--- config.mk ---
export PLATFORM = sky130hd
export DESIGN_NAME = decrypt_stream
export DESIGN_NICKNAME = d
export VERILOG_FILES = /design/src/rtl/decrypt_stream.sv
export SDC_FILE = /design/constraint.sdc
export NUM_CORES = 1
export LEC_CHECK = 0
export CORE_UTILIZATION = 45
export CTS_BUF_LIST = sky130_fd_sc_hd__clkbuf_16
export DETAILED_ROUTE_END_ITERATION = 10
export PLACE_DENSITY = 0.75
export SLEW_MARGIN = 10
export SYNTH_ARGS = -nofsm -noshare
export SYNTH_HDL_FRONTEND = slang
export SYNTH_SLANG_ARGS = --single-unit
export TNS_END_PERCENT = 1
--- constraint.sdc ---
create_clock -name i_w_clk -period 4.92 [get_ports i_w_clk]
set_clock_uncertainty 0.2 [all_clocks]
set_input_delay 0.492 -clock i_w_clk [delete_from_list [all_inputs] [get_ports i_w_clk]]
set_output_delay 0.492 -clock i_w_clk [all_outputs]
set_load 0.1 [all_outputs]
--- src/rtl/decrypt_stream.sv ---
// ============================================================================
// Module      : decrypt_stream
// Description : Byte-serial stream decryptor. Each cipher byte has the next
//               byte of a cyclically repeated secret subtracted from it
//               (mod 256). Valid/ready handshakes on the input and output
//               sides; one message of p_message_length bytes per start pulse.
// Revision    : 1.0 - initial release
// ============================================================================
`default_nettype none

module decrypt_stream #(
  parameter int p_message_length = 15,
  parameter int p_secret_length  = 6
) (
  input  logic                         i_w_clk,
  input  logic                         i_w_rst_n,
  input  logic                         i_w_start,
  input  logic [p_secret_length*8-1:0] i_w_secret,
  input  logic                         i_w_cip_valid,
  output logic                         o_w_cip_ready,
  input  logic [7:0]                   i_w_cipher,
  output logic                         o_r_txt_valid,
  input  logic                         i_w_txt_ready,
  output logic [7:0]                   o_r_text,
  output logic                         o_r_done
);

  localparam int IW = (p_secret_length > 1) ? $clog2(p_secret_length) : 1;
  localparam int CW = $clog2(p_message_length + 1);

  localparam logic [IW-1:0] IDX_LAST = IW'(p_secret_length - 1);
  localparam logic [CW-1:0] MSG_LEN  = CW'(p_message_length);
  localparam logic [CW-1:0] MSG_LAST = CW'(p_message_length - 1);

  typedef enum logic [1:0] {
    IDLE = 2'd0,
    RUN  = 2'd1,
    DONE = 2'd2
  } state_t;

  state_t                       state;
  state_t                       state_nxt;
  logic [p_secret_length*8-1:0] secret;
  logic [IW-1:0]                idx;
  logic [CW-1:0]                in_count;
  logic [CW-1:0]                out_count;
  logic [7:0]                   key;
  logic                         xfer;
  logic                         accept;
  logic                         last_accept;

  assign accept      = o_r_txt_valid && i_w_txt_ready;
  assign last_accept = accept && (out_count == MSG_LAST);

  // Input-side handshake; a start pulse wins over any coincident transfer
  always_comb begin
    o_w_cip_ready = (state == RUN) && (in_count < MSG_LEN) &&
                    (!o_r_txt_valid || i_w_txt_ready);
    xfer          = i_w_cip_valid && o_w_cip_ready && !i_w_start;
  end

  // Select the key byte for the current index; byte 0 of the secret is the MSB
  always_comb begin
    key = 8'h00;
    for (int i = 0; i < p_secret_length; i++) begin
      if (idx == IW'(i)) begin
        key = secret[(p_secret_length-1-i)*8 +: 8];
      end
    end
  end

  // State register
  always_ff @(posedge i_w_clk or negedge i_w_rst_n) begin
    if (!i_w_rst_n) begin
      state <= IDLE;
    end else begin
      state <= state_nxt;
    end
  end

  // Next-state logic: start always (re)enters RUN, last accepted byte ends it
  always_comb begin
    state_nxt = state;
    case (state)
      IDLE:    if (i_w_start) state_nxt = RUN;
      RUN: begin
        if (i_w_start)        state_nxt = RUN;
        else if (last_accept) state_nxt = DONE;
      end
      DONE:    if (i_w_start) state_nxt = RUN;
      default: state_nxt = IDLE;
    endcase
  end

  // Datapath: secret latch, key index, byte counters and output register
  always_ff @(posedge i_w_clk or negedge i_w_rst_n) begin
    if (!i_w_rst_n) begin
      secret        <= '0;
      idx           <= '0;
      in_count      <= '0;
      out_count     <= '0;
      o_r_text      <= 8'h00;
      o_r_txt_valid <= 1'b0;
      o_r_done      <= 1'b0;
    end else if (i_w_start) begin
      secret        <= i_w_secret;
      idx           <= '0;
      in_count      <= '0;
      out_count     <= '0;
      o_r_txt_valid <= 1'b0;
      o_r_done      <= 1'b0;
    end else begin
      // A new byte refills the output register in the same cycle the old one
      // leaves, so back-to-back transfers have no bubble
      if (xfer) begin
        o_r_text      <= i_w_cipher - key;
        o_r_txt_valid <= 1'b1;
        idx           <= (idx == IDX_LAST) ? '0 : idx + 1'b1;
        in_count      <= in_count + 1'b1;
      end else if (accept) begin
        o_r_txt_valid <= 1'b0;
      end
      if (accept) begin
        out_count <= out_count + 1'b1;
      end
      if (last_accept) begin
        o_r_done <= 1'b1;
      end
    end
  end

endmodule

`default_nettype wire

==> flow_summary.ini <==
[route]
ant_nets = 0
wl_per_cell_um = 14.8
drtIter0Drc = 96
vias = 2529
drc = 0
firstDrtPassIters = 4
wl_um = 7120
vias_per_cell = 5.26

[clock_tree]
path_clk_slew_ns = 0.06
hold_buffers = 0
htree_levels = 3
cts.sinks = 71
cts_resized = 0
cts_tree = built
cts_setup_buffers = 0
cts_root_buf = clkbuf_16
cts_inserted_buffers = 9
clock_latency_ns = 0.33
clk_path_buf_depth = 2

[logic_synthesis]
netlist_area_um2 = 3600
synth_seq_cells = 71
yosysTopAreaCellShare_pct = 49.3
synth_ff_type = dfrtp_1
synth-edff-count = 0
synth.avg_cell_area_um2 = 11.8
async_flop_share_pct = 100
synth_fp_nets = 378
yosys.area.top_type = dfrtp_1
yosys_warnings = 0
ys_top_cells_by_area = dfrtp_1 49%, mux2_2 17%, ha_1 3.8%
netlist_instances = 305
synth_seq_area_share_pct = 49.3
synthDistinctLibCells = 44

[finish]
area_delta_synth_final_pct = 29.8
filler_cell_count = 618
finalNetCount = 447
fin_util_pct = 60.5
antennaDiodeCount = 0
final_layout_size_suffix_gt1_share_pct = 22.4

[critical_path]
r2r-end = o_r_text[7]
r2r_setup_slack_ns = 1.36
crit_arrival_ns = 3.57
critical_path.endpoint_type = register
r2r-start = idx[1]
required_ns = 4.93
path_max_fanout = 18
r2r_cells = 12
start_kind = register
crit_type = register to register

[pwr]
powerDensity_nw_per_um2 = 418
finalPower_w = 0.00195
p_leak_nw = 1.98
ir_worst_vdd_v = 0.000262

[timing]
worst_pin_slew_ns = 0.973
drv_slew = 0
finalSetupTns_ns = 0
min_period_ns = 3.56
finalSetupViolations = 0
rsz0062_at_grt = no
slew_headroom_pct = 34.9
hold_viol_final = 0
period_share_pct = 72.4
fmax_ghz = 0.281

[die]
start_util_pct = 46.6
dieArea_um2 = 8370
ios = 72
die_w_um = 91.5
core_um2 = 7730
row_count = 32
die_h_um = 91.5

[grt]
grt_pass1_vias = 2547
grt_start_max_net_pins = 72
grt_pass1_wl_um = 12100
grt_overflow = 0
grt_usage_pct = 18.6
antenna_found_initial = 0

[flow_run]
maxCapViolCount = 0

[placed_design]
place_congestion = 0.820
port_buffers = 71
place_hpwl_um = 5130

[worst_hold_path]
min_path_type = primary input to async pin

[outcome]
run_status = finished clean
[area by class of cell]
class                   count  area (um^2)  share of cell area, %
clock buffers               9          225                   4.82
clock inverters             7         88.8                   1.90
inverters                   5         18.8                  0.401
multi-input cells         213         1720                   36.7
flip-flops and latches     71         1780                   38.0
well taps                 102          128                   2.73
repair buffers             74          723                   15.5
[sequential cells by signal (all words and copies together) (netlist names)]
name,flops
o_r_txt_valid,1
secret,48
o_r_done,1
in_count,4
idx,3
state,2
o_r_text,8
out_count,4
[power by group]
group	internal (W)	switching (W)	total, W	leakage, nW
logic	0.000219	0.000354	0.000573	0.960
clock network	0.000440	0.000239	0.000679	0.154
registers	0.000654	0.0000474	0.000702	0.861
[metrics by stage]
stage	std cells	hold slack (ns)	setup WS [ns]	instance area, um^2
6_report	481	0.167	1.36	4680
5_1_grt	481	0.261	0.964	4680
4_1_cts	481	0.210	1.36	4680
3_5_place_dp	465	0.277	1.42	4360
3_3_place_gp	465	0.266	1.54	4360
2_1_floorplan	305	-0.00359	1.48	3600
[logic make-up after synthesis]
family | Yosys count | share of synthesized area [%]
DFF | 71 | 49.3
muxes | 65 | 19.9
xor gates and xnor gates | 12 | 2.92
AOI/OAI and AO/OA | 55 | 10.7
and+or+nand+nor | 69 | 9.76
adders and majority gates | 12 | 4.38
buffers and inverters | 21 | 3.06
[cells in the final DEF, fill, tap and decap left out, types with 2 or more instances in the layout]
master,count
dfrtp_1,71
clkdlybuf4s50_1,69
mux2_2,53
nand2_1,22
nor2_1,21
a21oi_1,15
mux2i_1,12
o21ai_0,12
ha_1,11
clkbuf_16,9
xnor2_1,7
inv_1,6
o21ai_1,6
nand2b_1,5
a222oi_1,5
xor2_1,5
nor2b_1,3
and2_1,3
nand3_1,3
buf_4,3
o221ai_1,2
a21o_1,2
o211a_1,2
a211oi_1,2
nand2_2,2
o21ai_2,2
bufinv_16,2
buf_2,2
[worst max-delay path by stage]
stage,startpoint,endpoint,slack (ns),depth (start not counted)
after floorplan,idx[0],o_r_text[7],1.48,15
after global placement,idx[1],o_r_text[7],1.54,11
after detailed placement,idx[1],o_r_text[7],1.42,11
after CTS,idx[1],o_r_text[7],1.36,12
after global routing,idx[1],o_r_text[7],0.96,12
final,idx[1],o_r_text[7],1.36,12
[cells in the mapped netlist (2+ instances only)]
| library cell | count |
|---|---|
| mux2i_1 | 12 |
| nand2_1 | 22 |
| o221ai_1 | 2 |
| nand2_2 | 2 |
| and2_1 | 3 |
| ha_1 | 11 |
| clkbuf_1 | 6 |
| nor2b_1 | 3 |
| o211a_1 | 2 |
| xor2_1 | 5 |
| a211oi_1 | 2 |
| inv_1 | 5 |
| xnor2_1 | 7 |
| dfrtp_1 | 71 |
| a21o_1 | 2 |
| o21ai_2 | 2 |
| buf_2 | 7 |
| o21ai_1 | 6 |
| o21ai_0 | 12 |
| mux2_2 | 53 |
| nand2b_1 | 5 |
| nand3_1 | 3 |
| buf_6 | 3 |
| a21oi_1 | 15 |
| a222oi_1 | 5 |
| nor2_1 | 21 |
[per-layer routing]
| layer | share of wire [%] | GRT usage [%] | wire length (um) | vias up |
|---|---|---|---|---|
| met5 | 0 | 0 | 0 | - |
| met4 | 2.3 | 9.26 | 161 | 0 |
| met3 | 6.2 | 5.36 | 439 | 16 |
| met2 | 46 | 28.8 | 3310 | 72 |
| met1 | 45 | 23.7 | 3210 | 1213 |
| li1 | - | - | - | 1228 |
[worst max-delay path, stage by stage, from the launching register on]
cell      delay (ns)
dfrtp_1         0.62
and2_1          0.22
ha_1            0.47
and2_1          0.33
nand2_1         0.10
o221a_2         0.13
ha_1            0.26
nor2b_1         0.12
o21ai_0         0.29
o21ai_0         0.20
a211oi_1        0.28
xnor2_1         0.15
o21ai_1         0.07
Note: power is estimated with default switching activity, not from simulation.
==> variant 1, RTL diff (same flow settings) <==
Set the parameter `p_message_length` to 17 (it was 15).
--- a/src/rtl/decrypt_stream.sv
+++ b/src/rtl/decrypt_stream.sv
@@ -9,7 +9,7 @@
 `default_nettype none
 
 module decrypt_stream #(
-  parameter int p_message_length = 15,
+  parameter int p_message_length = 17,
   parameter int p_secret_length  = 6
 ) (
   input  logic                         i_w_clk,
Function: no difference found for any inputs over 10 cycles, from zero or initial values and one cycle with i_w_rst_n low; that may be too few to reach the edited logic, so the function may still have changed.
==> variant 1 against the original RTL <==
Synthesized area grew 3.2%. Routed wire length grew 4.9%. Critical path depth shrank 2. Utilization is essentially flat. Design area grew 1.6%. Power shrank 3.6%. Sequential power grew 1%. Sequential share of layout area grew 0.46 points. Sequential cell count grew 2. Worst setup slack gained 0.0064 ns. Worst hold slack lost 0.015 ns.
==> variant 1: results (changes against the original RTL) <==
[outcome] run status finished clean
[routing] via/cell ratio 5.275 [+0.33%]
[global_route] first-pass GRT wire length 12.68 mm [+4.6%]
[finish] number of multi-input combinational cells 219 [+2.8%]
[logic_synthesis] top cells by instance count after synthesis sky130_fd_sc_hd__dfrtp_1, sky130_fd_sc_hd__mux2_2, sky130_fd_sc_hd__nand2_1
[logic_synthesis] syn_nets 393 [+4.0%]
[clock_tree] number of clock sinks seen by CTS 73 [+2.8%]
[logic_synthesis] Seq/Total Area, Yosys 0.4914 [-0.001810]
[critical_path] signal arrival time at the worst endpoint 3.55 ns [-0.02 ns]
[pwr] Leakage Power 1.999 nW [+1.2%]
[finish] number of logic inverters in the finished layout 7 [+2]
[finish] number of inserted filler cells in the final layout 671 [+8.6%]
[logic_synthesis] parity-gate share of the synthesized area counting xor and xnor cells 0.02827 [-0.0009035]
[global_route] pin count of the biggest net entering global routing 49 [-32%]
[critical_path] critical path peak fanout 17 [-1]
[routing] total wire length after detailed routing 7.468 mm [+4.9%]
[place] total half-perimeter wirelength after legalization and detailed placement 5.566 mm [+8.4%]
[pwr] fraction of power spent switching nets 0.3277 [-0.0005106]
[timing] minimum hold slack 0.1527 ns [-0.01451 ns]
[global_route] vias in the first global route 2595 [+1.9%]
[finish] clock network area share 0.06033 [-0.006840]
[finish] relative area of non-clock buffer cells in the final design 0.1523 [-0.002404]
[logic_synthesis] Post-Synth Adder-Cell Area 0.04241 [-0.001355]
[logic_synthesis] share of the synthesized area in compound gates (AO/OA/AOI/OAI) 0.1037 [-0.002965]
[global_route] GRT Total Usage 0.1939 [+0.007825]
[pwr] IR Drop Worst-Case VDD 0.1942 mV [-26%]
[finish] share of the final layout cell area in sequential cells 0.3846 [+0.004631]
[finish] share of cells above drive strength 1 0.2005 [-0.02376]
[pwr] Seq pwr share 0.378 [+0.019]
[clock_tree] clock-pin transition on the worst setup and hold timing paths 0.06 ns [about the same]
[variant 1: cell count changes after synthesis, sizes merged, moves of 3 or more]
cell	before	now
o21ai	20	14
nand4	0	5
a21oi	16	12
buf	10	14
nand2b	6	9
nand3	3	0
[variant 1: routing by layer]
layer / global-route usage / share of wire / wire (µm) / up-vias
met1: 0.2594 / 0.46 / 3459 / 1245
met4: 0.07564 / 0.014 / 107 / 0
met5: 0 / 0 / 0 / -
met3: 0.04598 / 0.050 / 377 / 9
li1: - / - / - / 1268
met2: 0.3039 / 0.47 / 3524 / 68
[variant 1: worst max-delay path, cell delays in order (launching register included)]
cell	delay, ns
sky130_fd_sc_hd__dfrtp_1	0.59
sky130_fd_sc_hd__and2_1	0.28
sky130_fd_sc_hd__ha_1	0.35
sky130_fd_sc_hd__and2_0	0.33
sky130_fd_sc_hd__a222oi_1	0.43
sky130_fd_sc_hd__ha_1	0.35
sky130_fd_sc_hd__and2_1	0.17
sky130_fd_sc_hd__a221oi_1	0.32
sky130_fd_sc_hd__a21o_1	0.18
sky130_fd_sc_hd__a221o_1	0.15
sky130_fd_sc_hd__o211ai_2	0.08
[variant 1: kinds of logic (layout without fill, tap and decap cells)]
family	after synthesis	in the layout
XOR/XNOR	12	12
AO/OA/AOI/OAI	53	53
adder cells (fa/ha/maj)	12	12
buffers and inverters	28	97
AND/OR/NAND/NOR	75	75
multiplexers	67	67
flip-flops	73	73
[variant 1: through the flow]
stage               setup WS [ns]  power, mW  std cells  utilization  instance area, µm²
floorplan                   1.551      1.109        320            -                3717
global placement            1.457      1.262        475       0.5687                4463
detailed placement          1.383      1.275        475       0.5687                4463
CTS                         1.356      1.903        491       0.6052                4750
global route                1.072      1.974        491       0.6052                4750
finish                      1.364      1.883        491       0.6052                4750
==> variant 2, RTL diff (config.mk and constraints unchanged) <==
Made on the original files. Re-encode `state_t` (3 states) as one-hot, 3 bits wide.
--- a/src/rtl/decrypt_stream.sv
+++ b/src/rtl/decrypt_stream.sv
@@ -32,10 +32,10 @@
   localparam logic [CW-1:0] MSG_LEN  = CW'(p_message_length);
   localparam logic [CW-1:0] MSG_LAST = CW'(p_message_length - 1);
 
-  typedef enum logic [1:0] {
-    IDLE = 2'd0,
-    RUN  = 2'd1,
-    DONE = 2'd2
+  typedef enum logic [2:0] {
+    IDLE = 3'b001,
+    RUN  = 3'b010,
+    DONE = 3'b100
   } state_t;
 
   state_t                       state;
Function: same outputs for any inputs over 10 cycles, from zero or initial values and one cycle with i_w_rst_n low; not proved beyond that.
==> variant 2 against the original RTL <==
Via count rose by 0.63%. Non-clock buffer count increased by 1. Routed wire length grew 1.9%. Synthesized area is 0.21% higher. Power increased by 2.2%. Cell count is 1.0% higher. Fmax up 0.89%. Sequential cell count up 1. First-iteration DRC count increased by 70%. Die area is 0.21% higher. Design area is 0.56% lower. Worst setup slack improved by 0.031 ns.
==> variant 2: results (changes against the original RTL) <==
[hold_path] hold crit path type reg -> reg
[outcome] run status finished clean
[clock_tree] post-cts repair resize count 0 [unchanged]
[logic_synthesis] main area contributors after synthesis sky130_fd_sc_hd__dfrtp_1, sky130_fd_sc_hd__mux2_2, sky130_fd_sc_hd__ha_1, sky130_fd_sc_hd__mux2i_1, sky130_fd_sc_hd__nor2_1
[routing] Met1 Wirelength 3.319 mm [+3.4%]
[finish] share of cells above drive strength 1 0.2214 [-0.002920]
[logic_synthesis] share of the synthesized area in compound gates (AO/OA/AOI/OAI) 0.09567 [-0.01097]
[logic_synthesis] Post-Synth Adder-Cell Area 0.04367 [-0.00009102]
[critical_path] critical path peak fanout 17 [-1]
[clock_tree] number of buffers added to fix hold violations after cts 1 [+1]
[critical_path] largest delay contributor family on the critical path compound AO/OA/AOI/OAI gates
[routing] starting DRC count in detailed routing 163 [+70%]
[routing] routed length on met3 344 µm [-22%]
[logic_synthesis] multiplexer share of the synthesized area 0.1962 [-0.002840]
[finish] Net count, final 452 [+1.1%]
[logic_synthesis] Seq/Total Area, Yosys 0.4995 [+0.006253]
[logic_synthesis] syn_nets 382 [+1.1%]
[global_route] initial antenna violation count 0 [unchanged]
[global_route] GRT Total Usage 0.1969 [+0.01079]
[global_route] most congested layer reported by global routing met2
[routing] Met2 Wirelength 3.465 mm [+4.7%]
[global_route] global routing usage on met3 0.05276 [-0.0008375]
[place] final weighted congestion of routability-driven global placement 0.9391 [+15%]
[global_route] pin count of the biggest net entering global routing 46 [-36%]
[logic_synthesis] post-synthesis cell type count 42 [-4.5%]
[global_route] GRT met2 Usage 0.3058 [+0.01754]
[timing] Worst Max-Slew Pin Slew 0.9719 ns [-0.001540 ns]
[pwr] IR Drop Worst-Case VDD 0.1900 mV [-27%]
[routing] average wire length per cell after detail routing 14.93 µm [+0.88%]
[place] Setup WS pre-CTS 1.413 ns [-0.005840 ns]
[global_route] first-pass GRT wire length 12.64 mm [+4.3%]
[critical_path] signal arrival time at the worst endpoint 3.55 ns [-0.02 ns]
[clock_tree] number of buffers inserted during clock tree synthesis 9 [unchanged]
[logic_synthesis] top cells by instance count after synthesis sky130_fd_sc_hd__dfrtp_1, sky130_fd_sc_hd__mux2_2, sky130_fd_sc_hd__nor2_1
[global_route] vias in the first global route 2602 [+2.2%]
[pwr] Leakage Power 1.960 nW [-0.75%]
[logic_synthesis] parity-gate share of the synthesized area counting xor and xnor cells 0.03154 [+0.002366]
[routing] via/cell ratio 5.237 [-0.40%]
[global_route] met1 usage in global routing 0.2663 [+0.02894]
[finish] leading registers by flop count secret (48), o_r_text (8)
[routing] number of iterations in the first detailed-routing pass 6 [+2]
[finish] number of inserted filler cells in the final layout 629 [+1.8%]
[place] total half-perimeter wirelength after legalization and detailed placement 5.416 mm [+5.5%]
variant 2: worst paths after layout:
| check | slack (ns) | depth (start not counted) | endpoint | start |
|---|---|---|---|---|
| worst max-delay path | 1.39 | 11 | o_r_text[7]$_DFFE_PN0P_ | idx[0]$_DFFE_PN0P_ |
| min in group asynchronous | 0.51 | 2 | secret[12]$_DFFE_PN0P_ | i_w_rst_n |
| worst min-delay path | 0.28 | 2 | o_r_text[4]$_DFFE_PN0P_ | o_r_text[4]$_DFFE_PN0P_ |
| max in group asynchronous | 3.00 | 3 | o_r_text[3]$_DFFE_PN0P_ | i_w_rst_n |
| worst max register to register | 1.39 | 11 | o_r_text[7]$_DFFE_PN0P_ | idx[0]$_DFFE_PN0P_ |
| worst min register to register | 0.28 | 2 | o_r_text[4]$_DFFE_PN0P_ | o_r_text[4]$_DFFE_PN0P_ |
variant 2: per-stage QoR:
step	cell area, µm²	power, mW	instances	hold WS, ns	util
after detailed placement	4373	1.437	469	0.2738	0.5659
after floorplan	3610	1.247	309	-0.003591	-
after CTS	4649	2.020	486	0.2865	0.6017
final	4649	1.997	486	0.2775	0.6017
after global routing	4649	2.097	486	0.3133	0.6017
after global placement	4373	1.426	469	0.2666	0.5659
variant 2: layout make-up:
cell class | count | area [µm²] | area share
clock inverters | 7 | 41.29 | 0.008881
repair buffers | 75 | 733.2 | 0.1577
inverters | 7 | 26.28 | 0.005651
well taps | 102 | 127.6 | 0.02745
clock buffers | 9 | 225.2 | 0.04844
multi-input cells | 214 | 1693 | 0.3641
flip-flops and latches | 72 | 1803 | 0.3878
variant 2: report_power, final:
| part | switching, mW | internal, mW |
|---|---|---|
| Clock | 0.239 | 0.336 |
| Combinational | 0.434 | 0.247 |
| Sequential | 0.0618 | 0.680 |
| Total | 0.734 | 1.26 |
